===== src/rtl/code_sender.sv =====
// Transmitter for the 2-bit safe-lock symbol interface (00 idle, 01 A, 10 B, 11 C).
// Replays a stored combination on x1/x0, optionally separated by idle gaps.
module code_sender #(
   parameter int                LEN       = 5,
   parameter int                GAP       = 0,
   parameter logic [2*LEN-1:0]  INIT_CODE = 10'b01_10_11_10_01
) (
   input  logic                 clk,
   input  logic                 reset,
   input  logic                 start,
   input  logic                 abort,
   input  logic                 load,
   input  logic [2*LEN-1:0]     load_code,
   output logic                 x1,
   output logic                 x0,
   output logic                 busy,
   output logic                 done,
   output logic                 err,
   output logic [1:0]           dbg_state
);

   typedef enum logic [1:0] {S_IDLE, S_SEND, S_GAP, S_DONE} state_t;

   localparam logic [2:0] LAST  = 3'(LEN - 1);
   localparam logic [3:0] GAP_N = 4'(GAP);

   state_t             state_q, state_d;
   logic [2:0]         idx_q, idx_d;
   logic [3:0]         gap_q, gap_d;
   logic [2*LEN-1:0]   code_q, code_d;
   logic [1:0]         sym_d;
   logic               busy_d, done_d, err_d;

   // A combination is usable only if no symbol is the idle code 00.
   function automatic logic code_ok(input logic [2*LEN-1:0] c);
      code_ok = 1'b1;
      for (int i = 0; i < LEN; i++) begin
         if (c[2*i +: 2] == 2'b00) code_ok = 1'b0;
      end
   endfunction

   always_ff @(posedge clk or negedge reset) begin
      if (!reset) begin
         state_q <= S_IDLE;
         idx_q   <= '0;
         gap_q   <= '0;
         code_q  <= INIT_CODE;
         x1      <= 1'b0;
         x0      <= 1'b0;
         busy    <= 1'b0;
         done    <= 1'b0;
         err     <= 1'b0;
      end else begin
         state_q <= state_d;
         idx_q   <= idx_d;
         gap_q   <= gap_d;
         code_q  <= code_d;
         x1      <= sym_d[1];
         x0      <= sym_d[0];
         busy    <= busy_d;
         done    <= done_d;
         err     <= err_d;
      end
   end

   always_comb begin
      state_d = state_q;
      idx_d   = idx_q;
      gap_d   = gap_q;
      code_d  = code_q;
      err_d   = 1'b0;
      case (state_q)
         S_IDLE: begin
            idx_d = '0;
            gap_d = '0;
            if (load) begin
               if (code_ok(load_code)) code_d = load_code;
               else                    err_d  = 1'b1;
            end else if (start && !abort && code_ok(code_q)) begin
               state_d = S_SEND;
            end
         end
         S_SEND: begin
            if (idx_q == LAST) begin
               state_d = S_DONE;
            end else if (GAP_N != 4'd0) begin
               state_d = S_GAP;
               gap_d   = GAP_N;
            end else begin
               idx_d = idx_q + 3'd1;
            end
         end
         S_GAP: begin
            if (gap_q <= 4'd1) begin
               state_d = S_SEND;
               idx_d   = idx_q + 3'd1;
               gap_d   = '0;
            end else begin
               gap_d = gap_q - 4'd1;
            end
         end
         default: begin
            state_d = S_IDLE;
            idx_d   = '0;
         end
      endcase
      // Outside IDLE the code register is frozen: any load is refused, abort wins.
      if (state_q != S_IDLE) begin
         err_d = load;
         if (abort) begin
            state_d = S_IDLE;
            idx_d   = '0;
            gap_d   = '0;
         end
      end
   end

   // Outputs are registered from the state being entered, so they align with it.
   always_comb begin
      sym_d  = 2'b00;
      busy_d = (state_d == S_SEND) || (state_d == S_GAP);
      done_d = (state_d == S_DONE);
      if (state_d == S_SEND) begin
         for (int i = 0; i < LEN; i++) begin
            if (idx_d == 3'(i)) sym_d = code_q[2*i +: 2];
         end
      end
   end

   assign dbg_state = state_q;

endmodule


===== config.mk =====
export PLATFORM = sky130hd
export DESIGN_NAME = code_sender
export DESIGN_NICKNAME = d
export VERILOG_FILES = /design/src/rtl/code_sender.sv
export SDC_FILE = /design/constraint.sdc
export NUM_CORES = 1
export LEC_CHECK = 0
export ABC_AREA = 0
export ABC_CLOCK_PERIOD_IN_PS = 2100
export CAP_MARGIN = 20
export CELL_PAD_IN_SITES_DETAIL_PLACEMENT = 1
export CELL_PAD_IN_SITES_GLOBAL_PLACEMENT = 1
export CORE_MARGIN = 4
export CORE_UTILIZATION = 37
export CTS_CLUSTER_DIAMETER = 100
export DETAILED_ROUTE_END_ITERATION = 7
export GPL_ROUTABILITY_DRIVEN = 0
export HOLD_SLACK_MARGIN = 0.03
export PLACE_DENSITY = 0.77
export RECOVER_POWER = 100
export SLEW_MARGIN = 15
export SYNTH_ARGS = -nofsm -noshare
export SYNTH_HDL_FRONTEND = slang
export SYNTH_SLANG_ARGS = --single-unit

===== constraint.sdc =====
create_clock -name clk -period 2.1 [get_ports clk]
set_input_delay 0.42 -clock clk [delete_from_list [all_inputs] [get_ports clk]]
set_output_delay 0.42 -clock clk [all_outputs]
set_load 0.03 [all_outputs]

==> key figures <==
Route
  • DR WL/cell: 18.5 microns
  • DR vias/cell: 5.50
  • Final WL: 4590 microns
  • Initial DRC count: 42
  • Antenna Nets Post-Route: 0
  • Pre-Repair DR Iteration Count: 4
  • Detailed-route via count: 1363
  • Remaining DRCs: 0

Logic synthesis
  • Syn Area/Cell: 9.88 sq um
  • Register area share after synthesis: 41.3%
  • Yosys warns: 0
  • Post-synth EDFFs: 0
  • Synth Register Bits: 24
  • Async SR Flop Fraction: 100%
  • Post-synthesis cell type count: 40
  • Cell area after synthesis: 1470 sq um
  • Top_reg_cell synth: dfrtp_1
  • Mapped Cells: 149
  • Syn nets: 174

Place
  • HPWL Detailed: 3270 microns
  • Placed cell count: 237
  • Port-buffer cells: 21
  • Pre-CTS setup slack: -213 ps
  • Cell area after placement: 1920 sq um

Finish
  • Nets: 226
  • Leading cell types in the layout, fill and taps excluded: buf_4 (24), clkdlybuf4s50_1 (21), dfrtp_1 (15)
  • Finished Layout Cells: 248
  • Fin area: 2230 sq um
  • Layout cell share with drive strength beyond 1: 40.5%
  • Fillcell total: 403
  • Layout area overhead: 51.4%
  • Ant. Diodes: 0
  • Area of the multi-input gates: 1020 sq um
  • Register area: 612 sq um
  • Final Util: 59.5%
  • Commonest non-fill, non-tap cell in the layout: buf_4

Timing
  • Slew Limit Fails: 0
  • RSZ-0062 raised after global routing: yes
  • Layout Skew: 2.53 ps
  • Min setup slack post-route: 16.8 ps
  • TNS Setup: 0 ps
  • Worst-margin pin slew: 1380 ps
  • Final min period: 2080 ps
  • Setup-failing EPs final: 0
  • Period utilization: 99.2%
  • Slew margin rel.: 7.77%
  • Achievable frequency: 480 MHz
  • Final Hold Vio Count: 0
  • Fin Hold WS: 560 ps

Worst setup path
  • Crit. End Element: register
  • Critical-path cell list: inv_2 > ha_4 > nor2_4 > o31ai_4 > a41oi_2 > or4_1 > o211a_1 > a21oi_1
  • Worst-path maximum fanout: 3
  • Family with the most delay on the worst path: compound AO/OA/AOI/OAI gates
  • Critical Path RT: 2300 ps
  • Worst path max stage delay: 510 ps
  • CP max stage cell: or4_1
  • Crit path DAT: 2290 ps
  • WS Path Type: register to register
  • WP buf/inv: 1
  • CP startpoint kind: register
  • R2r setup slk: 20 ps

Global routing
  • Initial antenna violation count: 0
  • First-pass GRT wire length: 7530 microns
  • Largest net degree at the start of global routing: 25
  • Tot GR Track Use: 18.9%
  • Overflow after GRT: 0
  • Vias in the first global route: 1574

CTS
  • Worst skew pair latency: 270 ps
  • CTS Buf Count: 3
  • Worst-path clk slew: 90 ps
  • Hold-fix buffers, CTS: 0
  • CTS tree: yes
  • Clock Path Buffers: 2
  • Clock tree sinks: 24
  • H-tree depth: 1
  • Root Buffer: clkbuf_8

Power
  • P_int: 1.44 mW
  • Seq pwr share: 33.4%
  • Leak: 0.892 nW
  • Sw Share: 38.9%
  • Worst vdd ir: 0.577 mV
  • Combinational Power Share: 52.7%
  • Total power: 2.36 mW
  • Switch Pwr: 0.920 mW
  • Clock network power share: 13.9%
  • PD cells: 1060 nW/um^2

Floorplanning
  • Num ports: 22
  • Die Wd: 71.1 microns
  • # rows: 22
  • Chip height: 71.1 microns
  • Initial Util: 39.3%
  • CORE AREA: 3740 sq um
  • Die area: 5050 sq um

Status
  • Status: complete, no violations

Run
  • Number of maximum-capacitance violations: 0

Min path
  • Worst min-delay path class: register to register
==> worst paths after layout <==
kind | start | end | cells after the start
setup / recovery | gap_q[1] | x1 | 8
hold / removal | code_q[9] | code_q[9] | 1
setup reg to reg | gap_q[1] | x1 | 8
hold reg to reg | code_q[9] | code_q[9] | 1
max in group asynchronous | reset | dbg_state[1] | 2
min in group asynchronous | reset | err | 2
==> state kept, by name, indices dropped and copies added, names as in the netlist <==
name	count
err	1
x1	1
done	1
idx_q	3
busy	1
code_q	10
dbg_state	2
gap_q	4
x0	1
==> area by class of cell <==
cell class,count,area share [%]
clock buffer,4,2.47
timing repair buffer,50,20.1
multi-input combinational,112,45.6
tap,48,2.70
sequential,24,27.5
inverter,10,1.68
==> worst reg2reg max path, stage by stage, from the launching register on <==
cell and delay, ps:
dfrtp_1 400, inv_2 120, ha_4 170, nor2_4 50, o31ai_4 280, a41oi_2 200
or4_1 510, o211a_1 140, a21oi_1 140
==> cells in the mapped netlist, types with 4 or more instances <==
library cell	n	share of area, %
nor2b_1	5	2.1
o22ai_1	4	1.7
mux2_2	9	6.9
nand2_1	12	3.1
ha_1	10	8.5
o21ai_0	10	3.4
nand2b_1	5	2.1
nor2_1	9	2.3
dfrtp_1	18	31
a21oi_1	9	3.1
dfstp_2	6	11
inv_1	10	2.6
==> logic make-up after synthesis <==
family	share of synthesized area, %
compound gates	20.1
mux	8.25
flops	41.3
fa+ha+maj	8.50
simple gates	18.4
buf+inv	3.49
==> power by group through the flow <==
stage	Sequential (mW)	Combinational [mW]	Clock, mW
6_report	0.789	1.25	0.329
5_1_grt	0.812	1.36	0.355
4_1_cts	0.779	1.11	0.333
3_5_place_dp	0.786	1.07	0
3_3_place_gp	0.779	1.01	0
2_1_floorplan	0.816	0.574	0
==> routing by layer <==
| metal | routed length (microns) | vias up | track usage [%] | part of all wire [%] |
|---|---|---|---|---|
| met3 | 91 | 6 | 2.98 | 2.0 |
| met4 | 70 | 0 | 5.01 | 1.5 |
| li1 | - | 649 | - | - |
| met5 | 0 | - | 0 | 0 |
| met1 | 1830 | 686 | 21.3 | 40 |
| met2 | 2600 | 22 | 36.3 | 57 |
==> timing repair <==
action	CTS	global route
buffers inserted	3	5
setup endpoints to repair	3	12
resized for setup	23	23
pin swaps	6	13
No activity file was read; power rests on OpenSTA's default activity.
